File: config.mk
export PLATFORM = sky130hd
export DESIGN_NAME = krnl_msm_rd_sched
export DESIGN_NICKNAME = d
export VERILOG_FILES = /design/src/rtl/krnl_msm_pkg.sv /design/src/rtl/krnl_msm_burst_split.sv /design/src/rtl/krnl_msm_rd_sched.sv
export SDC_FILE = /design/constraint.sdc
export NUM_CORES = 1
export LEC_CHECK = 0
export ABC_AREA = 1
export CAP_MARGIN = 0
export CORE_MARGIN = 1.5
export CORE_UTILIZATION = 45
export DETAILED_ROUTE_END_ITERATION = 16
export PLACE_DENSITY = 0.73
export RECOVER_POWER = 100
export SYNTH_ARGS = -nofsm -noshare
export SYNTH_HDL_FRONTEND = slang
export SYNTH_SLANG_ARGS = --single-unit
File: constraint.sdc
create_clock -name ap_clk -period 4.3 [get_ports ap_clk]
set_input_delay 1.075 -clock ap_clk [delete_from_list [all_inputs] [get_ports ap_clk]]
set_output_delay 1.075 -clock ap_clk [all_outputs]
set_load 0.005 [all_outputs]
File: src/rtl/krnl_msm_pkg.sv
// Shared types and constants for the MSM kernel AXI read/write schedulers.
package krnl_msm_pkg;

  typedef enum logic [1:0] {
    ST_IDLE,
    ST_ISSUE,
    ST_DRAIN
  } state_e;

  localparam int unsigned C_AXI_4K_BYTES = 4096;

  function automatic int unsigned f_beat_bytes(input int unsigned data_w);
    return data_w / 8;
  endfunction

  function automatic logic [2:0] f_arsize(input int unsigned data_w);
    return 3'($clog2(data_w / 8));
  endfunction

  function automatic int unsigned f_beats_4k(input int unsigned data_w);
    return C_AXI_4K_BYTES / (data_w / 8);
  endfunction

  localparam int unsigned C_BEAT_BYTES = f_beat_bytes(512);
  localparam int unsigned C_BEATS_4K   = f_beats_4k(512);

endpackage

File: src/rtl/krnl_msm_burst_split.sv
// Burst length for the next INCR burst: limited by remaining beats, max burst
// size and the distance to the next 4 KB page boundary.
module krnl_msm_burst_split
  import krnl_msm_pkg::*;
#(
  parameter int unsigned DATA_W    = 512,
  parameter int unsigned LEN_W     = 32,
  parameter int unsigned MAX_BURST = 64
) (
  input  logic [11:0]      page_addr,
  input  logic [LEN_W-1:0] remaining,
  output logic [8:0]       len
);

  localparam int unsigned ASZ      = $clog2(f_beat_bytes(DATA_W));
  localparam int unsigned BEATS_4K = f_beats_4k(DATA_W);

  logic [11:0] page_beat;
  logic [12:0] to_4k;
  logic [8:0]  cap;

  always_comb begin
    page_beat = page_addr >> ASZ;
    to_4k     = 13'(BEATS_4K) - {1'b0, page_beat};
    cap       = (remaining < LEN_W'(MAX_BURST)) ? 9'(remaining) : 9'(MAX_BURST);
    len       = ({4'b0000, cap} < to_4k) ? cap : to_4k[8:0];
  end

endmodule

File: src/rtl/krnl_msm_rd_sched.sv
// AXI4 read-address scheduler: splits a linear fetch into 4 KB-safe bursts,
// bounds bursts in flight, and pulses done once every last R beat is consumed.
//
// state    | meaning
// ST_IDLE  | ready for a command
// ST_ISSUE | presenting bursts on AR, gated by outstanding credit
// ST_DRAIN | all bursts issued, waiting for the remaining last beats
module krnl_msm_rd_sched
  import krnl_msm_pkg::*;
#(
  parameter int unsigned C_AXI_M_ADDR_W    = 64,
  parameter int unsigned C_AXI_M_DATA_W    = 512,
  parameter int unsigned C_LEN_W           = 32,
  parameter int unsigned C_MAX_BURST       = 64,
  parameter int unsigned C_MAX_OUTSTANDING = 16
) (
  input  logic                      ap_clk,
  input  logic                      ap_rst_n,
  input  logic                      cmd_valid,
  output logic                      cmd_ready,
  input  logic [C_AXI_M_ADDR_W-1:0] cmd_addr,
  input  logic [C_LEN_W-1:0]        cmd_beats,
  output logic                      busy,
  output logic                      done,
  output logic                      axi_ARVALID,
  input  logic                      axi_ARREADY,
  output logic [C_AXI_M_ADDR_W-1:0] axi_ARADDR,
  output logic [7:0]                axi_ARLEN,
  output logic [2:0]                axi_ARSIZE,
  input  logic                      r_last_hs
);

  localparam int unsigned ASZ = $clog2(f_beat_bytes(C_AXI_M_DATA_W));
  localparam int unsigned OW  = $clog2(C_MAX_OUTSTANDING + 1);
  localparam logic [OW:0] MAX_OUT = (OW + 1)'(C_MAX_OUTSTANDING);
  localparam logic [C_AXI_M_ADDR_W-1:0] BEAT_MASK =
    ~C_AXI_M_ADDR_W'(f_beat_bytes(C_AXI_M_DATA_W) - 1);

  state_e                    state_q, state_d;
  logic [C_AXI_M_ADDR_W-1:0] addr_q, addr_d;
  logic [C_LEN_W-1:0]        rem_q, rem_d;
  logic [OW-1:0]             outst_q, outst_d;
  logic                      arvalid_q, arvalid_d;
  logic                      busy_q, busy_d;
  logic                      done_q, done_d;
  logic                      cmd_ready_q, cmd_ready_d;

  logic [8:0]  len;
  logic        hs, dec;
  logic [OW:0] outst_inc;

  krnl_msm_burst_split #(
    .DATA_W    (C_AXI_M_DATA_W),
    .LEN_W     (C_LEN_W),
    .MAX_BURST (C_MAX_BURST)
  ) u_split (
    .page_addr (addr_q[11:0]),
    .remaining (rem_q),
    .len       (len)
  );

  always_comb begin
    state_d     = state_q;
    addr_d      = addr_q;
    rem_d       = rem_q;
    arvalid_d   = arvalid_q;
    busy_d      = busy_q;
    cmd_ready_d = cmd_ready_q;
    done_d      = 1'b0;
    hs          = arvalid_q & axi_ARREADY;
    dec         = r_last_hs & (outst_q != '0);
    outst_d     = outst_q + OW'(hs) - OW'(dec);
    // Credit looks at the registered count plus our own issue, never at a
    // same-cycle release, so freed credit lands one cycle late.
    outst_inc   = {1'b0, outst_q} + (OW + 1)'(hs);
    case (state_q)
      ST_IDLE: begin
        cmd_ready_d = 1'b1;
        if (cmd_valid && cmd_ready_q) begin
          if (cmd_beats == '0) begin
            done_d = 1'b1;
          end else begin
            addr_d      = cmd_addr & BEAT_MASK;
            rem_d       = cmd_beats;
            busy_d      = 1'b1;
            cmd_ready_d = 1'b0;
            arvalid_d   = {1'b0, outst_q} < MAX_OUT;
            state_d     = ST_ISSUE;
          end
        end
      end
      ST_ISSUE: begin
        if (hs) begin
          addr_d = addr_q + (C_AXI_M_ADDR_W'(len) << ASZ);
          rem_d  = rem_q - C_LEN_W'(len);
          if (rem_d == '0) begin
            arvalid_d = 1'b0;
            state_d   = ST_DRAIN;
          end else begin
            arvalid_d = outst_inc < MAX_OUT;
          end
        end else if (!arvalid_q) begin
          arvalid_d = {1'b0, outst_q} < MAX_OUT;
        end
      end
      ST_DRAIN: begin
        if (outst_d == '0) begin
          state_d     = ST_IDLE;
          busy_d      = 1'b0;
          done_d      = 1'b1;
          cmd_ready_d = 1'b1;
        end
      end
      default: state_d = ST_IDLE;
    endcase
  end

  always_ff @(posedge ap_clk or negedge ap_rst_n) begin
    if (!ap_rst_n) begin
      state_q     <= ST_IDLE;
      addr_q      <= '0;
      rem_q       <= '0;
      outst_q     <= '0;
      arvalid_q   <= 1'b0;
      busy_q      <= 1'b0;
      done_q      <= 1'b0;
      cmd_ready_q <= 1'b0;
    end else begin
      state_q     <= state_d;
      addr_q      <= addr_d;
      rem_q       <= rem_d;
      outst_q     <= outst_d;
      arvalid_q   <= arvalid_d;
      busy_q      <= busy_d;
      done_q      <= done_d;
      cmd_ready_q <= cmd_ready_d;
    end
  end

  assign cmd_ready   = cmd_ready_q;
  assign busy        = busy_q;
  assign done        = done_q;
  assign axi_ARVALID = arvalid_q;
  assign axi_ARADDR  = addr_q;
  assign axi_ARLEN   = arvalid_q ? 8'(len - 9'd1) : 8'd0;
  assign axi_ARSIZE  = 3'(ASZ);

endmodule

-- After elaboration in Yosys (flattened, before gate mapping)
Cells that the tools add are included.
- add/subtract/negate cells: 7
- $lt $le $gt $ge: 4
- equal/unequal tests: 7
- multiplexer cells: 34
- bitwise logic cells: 2
- reductions and logical operators: 13
- operator list (cell ; count):
    64-bit 2-to-1 mux ; 3
    64-bit case mux with 2 select lines ; 1
    32-bit 2-to-1 mux ; 3
    64-bit by 15-bit adder with 64-bit output ; 1
    32-bit zero test ; 2
    32-bit case mux with 2 select lines ; 1
    32-bit by 7-bit < comparator with 1-bit output (second input constant) ; 1
    32-bit by 9-bit subtractor with 32-bit output ; 1
    9-bit 2-to-1 mux ; 2
    9-bit by 13-bit < comparator with 1-bit output ; 1
    1-bit 2-to-1 mux ; 13
    2-bit 2-to-1 mux ; 5
    2-bit inequality test (second input constant) ; 5
    8-bit 2-to-1 mux ; 1
    1-bit case mux with 2 select lines ; 4
    4-bit AND reduction ; 2
    7-bit by 6-bit subtractor with 8-bit output (first input constant) ; 1
    8-bit by 1-bit subtractor with 8-bit output (second input constant) ; 1
    5-bit by 1-bit adder with 6-bit output ; 1
    6-bit by 5-bit < comparator with 1-bit output (second input constant) ; 1
    2-bit case mux with 3 select lines ; 1
    5-bit by 1-bit adder with 5-bit output ; 1
    5-bit zero test ; 1
    5-bit < comparator (second input constant) ; 1
    11 further kinds ; 13
- register bits after elaboration: 107
- input port bits: 101
- output and inout port bits: 79
- logic and storage cells: 75

-- Depth between registers and ports, before layout
Gate-level depths: netlist of the first run.
- depth after elaboration: 9
- gate-level depth with buffers: 36
- mapped depth without buffers: 36

-- By module
Synthesis of the first run repeated with hierarchy kept, for this count alone.
- cells, all modules: 1515
- area, all modules: 9569.2 um^2
- by module, submodules not included (module ; times used ; cells an instance ; area an instance (um^2) ; sequential area each (um^2)):
    krnl_msm_rd_sched ; 1 ; 1413 ; 9024.9 ; 2527.4
    krnl_msm_burst_split ; 1 ; 102 ; 544.3 ; 0.0

-- Worst setup path after synthesis of the first run
OpenSTA, ideal clock, no wires.
- path type: reg2reg
- from: register rem_q[19]
- to: register arvalid_q (netlist: axi_ARVALID)
- setup time: 0.117 ns
- data arrival time: 4.007 ns
- data required time: 4.183 ns
- setup slack: 0.177 ns
- stages on the path, launching flop included: 36
- path buffers: 0
- period minus slack after synthesis: 4.123 ns
- path through: dfrtp_1 > nor2_2 > nand2_2 > nor2_2 > and2_4 > nand2_2 > nor2_4 > ha_1 > a21oi_1 > nor2_1 > a211oi_1 > nand2_2 > nand2_4 > nand2_8 > nand2_2 > o21ai_2 > inv_2 > ha_1 > inv_1 > fa_1 > nand3_1 > nand3_1 > nand2_1 > nand2_1 > nand2_2 > nand3_1 > nand2_1 > nand2_1 > nor2_1 > nand2_1 > nor2_1 > nand3_1 > nand2_1 > nand2_1 > nand2_1 > nand2_1
- longest elaborated chain between the ends: 9
- ends and longest elaborated chain (what ; line ; source):
    start: declaration ; krnl_msm_rd_sched.sv:41 ; logic [C_LEN_W-1:0] rem_q, rem_d;
    start signal: assignment ; krnl_msm_rd_sched.sv:131 ; rem_q <= rem_d;
    32-bit by 7-bit < comparator with 1-bit output ; krnl_msm_burst_split.sv:25 ; cap = (remaining < LEN_W'(MAX_BURST)) ? 9'(remaining) : 9'(MAX_BURST);
    9-bit 2-to-1 mux ; krnl_msm_burst_split.sv:25 ;
    9-bit by 13-bit < comparator with 1-bit output ; krnl_msm_burst_split.sv:26 ; len = ({4'b0000, cap} < to_4k) ? cap : to_4k[8:0];
    9-bit 2-to-1 mux ; krnl_msm_burst_split.sv:26 ;
    32-bit by 9-bit subtractor with 32-bit output * ; krnl_msm_rd_sched.sv:95 ; rem_d = rem_q - C_LEN_W'(len);
    32-bit zero test * ; krnl_msm_rd_sched.sv:96 ; if (rem_d == '0) begin
    1-bit 2-to-1 mux * ; krnl_msm_rd_sched.sv:96 ;
    1-bit 2-to-1 mux * ; krnl_msm_rd_sched.sv:93 ; if (hs) begin
    1-bit case mux with 2 select lines * ; krnl_msm_rd_sched.sv:76 ; case (state_q)
    end signal: assignment ; krnl_msm_rd_sched.sv:133 ; arvalid_q <= arvalid_d;
    end: declaration ; krnl_msm_rd_sched.sv:43 ; logic arvalid_q, arvalid_d;
Mark *: on every way between the ends. The rest lies on a longest branch, timed or not.
A chain may end at the register's enable or synchronous reset.

-- Final worst setup path of the first run
- from: register rem_q[24]
- to: output axi_ARLEN[6]
- longest elaborated chain between the ends: 6
- ends and longest elaborated chain (what ; line ; source):
    32-bit by 7-bit < comparator with 1-bit output * ; krnl_msm_burst_split.sv:25 ;
    9-bit 2-to-1 mux * ; krnl_msm_burst_split.sv:25 ;
    9-bit by 13-bit < comparator with 1-bit output ; krnl_msm_burst_split.sv:26 ;
    9-bit 2-to-1 mux * ; krnl_msm_burst_split.sv:26 ;
    8-bit by 1-bit subtractor with 8-bit output * ; krnl_msm_rd_sched.sv:145 ; assign axi_ARLEN = arvalid_q ? 8'(len - 9'd1) : 8'd0;
    8-bit 2-to-1 mux * ; krnl_msm_rd_sched.sv:145 ;
    end: declaration ; krnl_msm_rd_sched.sv:28 ; output logic [7:0] axi_ARLEN,
Marked as above.

==> results.yml, run 1 <==
route:
  drt-pass1-iter-count: 6
  vias_per_cell: 5.51
  antenna_left: 0
  wl_per_cell_um: 17.4
  drc: 0
  routed_wl_mm: 35.9
  dr.first_iter.drc_count: 765
  vias: 11400
floorplanning:
  coreArea_um2: 20200
  dieArea_um2: 21500
  num_io_pins: 180
  start_util_pct: 45.9
  rows: 52
  fp.dieW_um: 147
  die_y_um: 147
setup_path:
  critPathKind: "register to output pin"
  reg2reg_from: "rem_q[24]$_DFFE_PN0P_"
  rrSetupSlack_ns: -0.18
  worstPathRequired_ns: 3.22
  crit_start: "rem_q[24]$_DFFE_PN0P_"
  startpoint_type: "register"
  crit_path_end_kind: "output pin"
  critPathArrivalTime_ns: 3.42
  worstSetupEndpoint: "axi_ARLEN[6]"
  critPathMaxFanout: 7
  worst_r2r_endpoint: "axi_ARVALID$_DFFE_PN0P_"
  worstRegToRegCells: 33
timing:
  tightest_slew_ns: 3.24
  rsz0062_at_grt: "yes"
  maxSlewHeadroom_pct: -116
  finalCritPeriodShare_pct: 104
  fmax_ghz: 0.223
  fin_ws_ns: -0.191
  report.final.hold_viol_count: 0
  finalSetupViolations: 26
  maxSlewViolCount: 53
  period_minus_slack_ns: 4.49
  fin_skew_ns: 0.0151
global_route:
  grt_pass1_wl_mm: 55.2
  grt_start_max_net_pins: 118
  grt_pass1_vias: 10600
  antenna_found_initial: 0
  grt.total_usage_pct: 32.5
  grt_remaining_overflow: 0
flow_run:
  drv_cap: 1
logic_synthesis:
  synth.most_common_cell: "nand2_1"
  synth_top_area_share_pct: 27.2
  synthCells: 1452
  synthArstFlopShare_pct: 100
  avgSynthCellArea_um2: 6.39
  synth-seq-cells: 101
  synthTopCellsByCount: "nand2_1, nor2_1, inv_1"
  yosys_most_used_dff: "dfrtp_1"
  synthTopCellsByArea: "dfrtp_1, nand2_1, nor2_1"
  ys_seq_area_share_pct: 27.2
  synth_top_area_cell: "dfrtp_1"
  yosys_warnings: 0
  synth_edf_count: 0
  synth.distinct_cells: 53
  netlist_area_um2: 9290
placed_design:
  dp_hpwl_mm: 26.3
  portBuffers: 164
  dpl_cell_area_um2: 12200
  place.gp.congestion: 0.953
final_layout:
  finalNetCount: 1926
  fin_area_um2: 13700
  syn2layout_area_growth_pct: 47.8
  diodes: 0
  layout-drive-gt1-share_pct: 24.4
cts:
  root_buffer: "clkbuf_16"
  cts_inserted_buffers: 9
  clock-sinks: 101
  clk_pin_slew_ns: 0.08
  cts_hold_buf: 0
  insertion_delay_ns: 0.37
  h-tree-depth: 3
  cts_buffer_depth: 2
  cts_tree: "built"
pwr:
  switchingPower_mw: 5.91
  total_power_mw: 11.8
  p_comb_share_pct: 74.3
  p_int_mw: 5.85
  p_leak_nw: 6.31
  irDropWorstVdd_uv: 548
  powerDensity_nw_per_um2: 857
  pwr-share-clk_pct: 7.9
  swShare_pct: 50.2
  pwr-share-seq_pct: 17.8
hold_path:
  worst_hold_path_type: "register to register"
  hold_path_startpoint: "busy$_DFFE_PN0P_"
run_status:
  status: "complete, but fails checks"
  violations: "capacitance limit, slew limit, setup timing"
[cells in the final DEF (no fill, tap or decap), drive strengths merged]
cell and count:
nand2 378, buf 199, nor2 197, inv 181, o21ai 120, nand3 108
dfrtp 101, clkdlybuf4s50 95, a21oi 63, dlygate4sd3 60, nand4 53, ha 35
nor3 29, o22ai 26, o211ai 22, xor2 17, or2 17, clkbuf 17
nor4 15, conb 13, a31oi 12, xnor2 6, nand3b 4, clkinv 4
o21a 3, and2 3, fa 3, a211oi 2, o41ai 1, o21bai 1
a21boi 1, or3 1, and3 1, a22oi 1, o221ai 1, nor3b 1
bufinv 1
[area by class of cell]
cell class	instances	area, um^2
flip-flops and latches	101	2530
fillers	1796	6510
inverters	179	691
well taps	270	338
multi-input cells	1134	6670
clock inverters	7	97.6
clock buffers	9	225
repair buffers	362	3180
[state kept, by name (all words and copies together), names as in the netlist]
register,flops
rem_q,32
cmd_ready,1
state_q,2
axi_ARADDR,58
done,1
outst_q,5
busy,1
axi_ARVALID,1
[power groups by stage]
stage                     combinational, mW  sequential, mW  clock, mW
after floorplan                        4.16            1.94          0
after global placement                 7.16            2.06          0
after detailed placement               7.31            2.06          0
after CTS                              8.00            2.08      0.935
after global routing                   9.53            2.17      0.960
final                                  8.74            2.10      0.927
[metrics by stage]
stage | cells | hold WS [ns] | utilization, % | setup slack, ns | setup TNS, ns
detailed placement | 2002 | 0.458 | 60.4 | -0.464 | -8.80
CTS | 2045 | 0.479 | 65.1 | -0.227 | -1.37
floorplan | 1463 | 0.465 | - | 0.177 | 0
global placement | 2002 | 0.460 | 60.4 | -0.365 | -4.53
global route | 2062 | 0.506 | 67.8 | -0.436 | -16.56
finish | 2062 | 0.472 | 67.8 | -0.191 | -2.22
[how the worst min path moves through the flow]
stage,end,slack (ns),cells after the start
after floorplan,busy$_DFFE_PN0P_,0.47,2
after global placement,busy$_DFFE_PN0P_,0.46,2
after detailed placement,busy$_DFFE_PN0P_,0.46,2
after CTS,busy$_DFFE_PN0P_,0.48,2
after global routing,busy$_DFFE_PN0P_,0.51,2
final,busy$_DFFE_PN0P_,0.47,2
[worst max-delay path, cell delays in order, from the launching register on]
cell	delay, ns
dfrtp_1	0.41
nor2_2	0.13
nand2_1	0.10
nor2_2	0.15
and2_4	0.19
nand2_8	0.07
nor2_4	0.14
ha_4	0.22
a21oi_2	0.12
nor2_1	0.06
a211oi_2	0.17
nand2_2	0.10
nand2_4	0.09
nand2_8	0.08
buf_6	0.12
o21ai_4	0.18
ha_4	0.18
nand3_4	0.08
nor2_4	0.14
nand3_1	0.08
nand2_1	0.06
nor2_1	0.05
buf_2	0.12
[per-layer routing]
metal | global-route usage [%] | part of all wire (%)
met5 | 0 | 0
met3 | 4.16 | 6.2
met2 | 56.0 | 49
met4 | 11.3 | 3.5
met1 | 41.8 | 42
[repair_timing]
| item | in CTS | in global routing |
|---|---|---|
| buffers inserted | 29 | 17 |
| pin swaps | 58 | 77 |
| gates cloned | 0 | 0 |
| endpoints found under the setup margin | 68 | 81 |
| gates resized for setup | 134 | 130 |
[logic make-up after synthesis]
group	synth area share, %
flops	27.2
simple gates	39.1
buf+inv	10.4
xor+xnor	2.17
other cells	0.0809
fa+ha+maj	5.36
compound gates	15.6
No activity file was read; power rests on OpenSTA's default activity.
==> run 2, diff against run 1 <==
CORE_UTILIZATION = 49   (was 45)
CTS_BUF_LIST = sky130_fd_sc_hd__clkbuf_16   (was unset)
PLACE_DENSITY = 0.78   (was 0.73)
==> run 2 against run 1 <==
Net effect:
- the flow still finishes with violations (capacitance limit, slew limit, setup timing)
- count of clock-buffer cells in the layout is the same
- global-route usage is 3.3 points higher
- flip-flop and latch count did not move
- via count increased by 6.6%
- maximum frequency down 3.6%
- utilization rose by 8.9 points
- first-iteration DRC count up 49%
- critical path type is now register to register
- critical endpoint is now state_q[0]$_DFFE_PN0P_
==> results.yml, run 2 (synthesis results as in run 1) <==
setup_path:
  crit_path_end_kind: "register"
  critPathArrivalTime_ns: 4.92
  crit_start: "rem_q[12]$_DFFE_PN0P_"
  crit_path_frequent_cell: "nor2_2"
  worstRegToRegCells: 31
  cpPeakStageDelay_ns: 0.41
  critPathMaxFanout: 7
  worstPathRequired_ns: 4.56
  rrSetupSlack_ns: -0.36
  critPathKind: "register to register"
  reg2reg_from: "rem_q[12]$_DFFE_PN0P_"
  worstSetupEndpoint: "state_q[0]$_DFFE_PN0P_"
  worst_r2r_endpoint: "state_q[0]$_DFFE_PN0P_"
  startpoint_type: "register"
  cpMaxStageDelayCell: "dfrtp_1"
timing:
  rsz0062_at_grt: "yes"
  fin_skew_ns: 0.00713
  final.setup.tns_ns: -7.25
  tightest_slew_ns: 2.76
  maxSlewViolCount: 102
  maxSlewHeadroom_pct: -84.1
  finalSetupViolations: 55
  report.final.hold_viol_count: 0
  whs_ns: 0.533
  fmax_ghz: 0.215
  finalCritPeriodShare_pct: 108
  period_minus_slack_ns: 4.66
  fin_ws_ns: -0.359
final_layout:
  finalNetCount: 1941
  final_cells: 2041
  final_cell_mix: "nand2_1, buf_4, inv_1, nor2_1, dfrtp_1"
  fin_area_um2: 14300
  syn2layout_area_growth_pct: 54.0
  largest_reg_flops: 58
  diodes: 0
  layout-drive-gt1-share_pct: 29.2
  layout_commonest_cell: "nand2_1"
  fin_util_pct: 76.7
pwr:
  swShare_pct: 51.6
  irDropWorstVdd_uv: 695
  pwr-share-seq_pct: 16.4
  total_power_mw: 13.0
  pwr-share-clk_pct: 7.1
  p_comb_share_pct: 76.5
  switchingPower_mw: 6.72
  p_int_mw: 6.30
  powerDensity_nw_per_um2: 911
  p_leak_nw: 6.48
route:
  dr.first_iter.drc_count: 1142
  wl_per_cell_um: 19.6
  antenna_left: 0
  drc: 0
  vias: 12100
  routed_wl_mm: 39.9
  vias_per_cell: 5.93
  drt-pass1-iter-count: 6
run_status:
  status: "complete, but fails checks"
  violations: "capacitance limit, slew limit, setup timing"
cts:
  clk_pin_slew_ns: 0.08
  root_buffer: "clkbuf_16"
  clock-sinks: 101
  cts_hold_buf: 0
  cts_inserted_buffers: 9
  h-tree-depth: 3
  cts_tree: "built"
  insertion_delay_ns: 0.36
  cts_buffer_depth: 2
placed_design:
  place.gp.congestion: 1.03
  portBuffers: 164
  dpl.cell_count: 1973
  pre_cts_ws_ns: -0.478
  dp_hpwl_mm: 25.7
  dpl_cell_area_um2: 12200
global_route:
  grt_pass1_vias: 11000
  grt_pass1_wl_mm: 56.0
  grt.total_usage_pct: 35.8
  grt_start_max_net_pins: 102
  antenna_found_initial: 0
  grt_remaining_overflow: 0
floorplanning:
  dieArea_um2: 19800
  rows: 50
  die_y_um: 141
  num_io_pins: 180
  start_util_pct: 49.8
  fp.dieW_um: 141
  coreArea_um2: 18600
hold_path:
  worst_hold_path_type: "register to register"
flow_run:
  drv_cap: 1
## run 2: per-layer routing
metal,global-route usage [%],routed length [um]
met5,0,0
met3,5.71,3650
met1,45.5,14900
met2,59.6,18700
met4,16.8,2750
## run 2: power groups by stage
stage	sequential, mW	clock [mW]	combinational (mW)
floorplan	1.94	0	4.16
CTS	2.08	0.919	8.08
detailed placement	2.07	0	7.38
global placement	2.06	0	7.21
global route	2.19	0.959	10.6
finish	2.14	0.926	9.96
## run 2: worst max-delay path, delay by kind of cell, from the launching register on
family | cells | cell delay, ns
fa+ha+maj | 3 | 0.78
xor+xnor | 1 | 0.15
flops | 1 | 0.41
compound gates | 3 | 0.40
simple gates | 21 | 2.54
buf+inv | 3 | 0.28
## run 2: area by class of cell
| class | instances | area [um^2] |
|---|---|---|
| clock inverters | 7 | 93.8 |
| repair buffers | 377 | 3360 |
| inverters | 179 | 693 |
| fillers | 1333 | 4340 |
| clock buffers | 9 | 225 |
| well taps | 234 | 293 |
| flip-flops and latches | 101 | 2530 |
| multi-input cells | 1134 | 7110 |
## run 2: what timing repair did
item,CTS,global route
gates cloned,0,0
pin swaps,54,149
resized for setup,132,266
endpoints found under the hold margin,0,0
buffers inserted,23,31
endpoints found under the setup margin,72,82
## run 2: worst min-delay path by stage
| stage | startpoint | endpoint | slack (ns) | depth (start not counted) |
|---|---|---|---|---|
| finish | busy$_DFFE_PN0P_ | busy$_DFFE_PN0P_ | 0.53 | 2 |
| global route | busy$_DFFE_PN0P_ | busy$_DFFE_PN0P_ | 0.56 | 2 |
| CTS | busy$_DFFE_PN0P_ | busy$_DFFE_PN0P_ | 0.52 | 2 |
| detailed placement | busy$_DFFE_PN0P_ | busy$_DFFE_PN0P_ | 0.50 | 2 |
| global placement | busy$_DFFE_PN0P_ | busy$_DFFE_PN0P_ | 0.46 | 2 |
| floorplan | busy$_DFFE_PN0P_ | busy$_DFFE_PN0P_ | 0.47 | 2 |
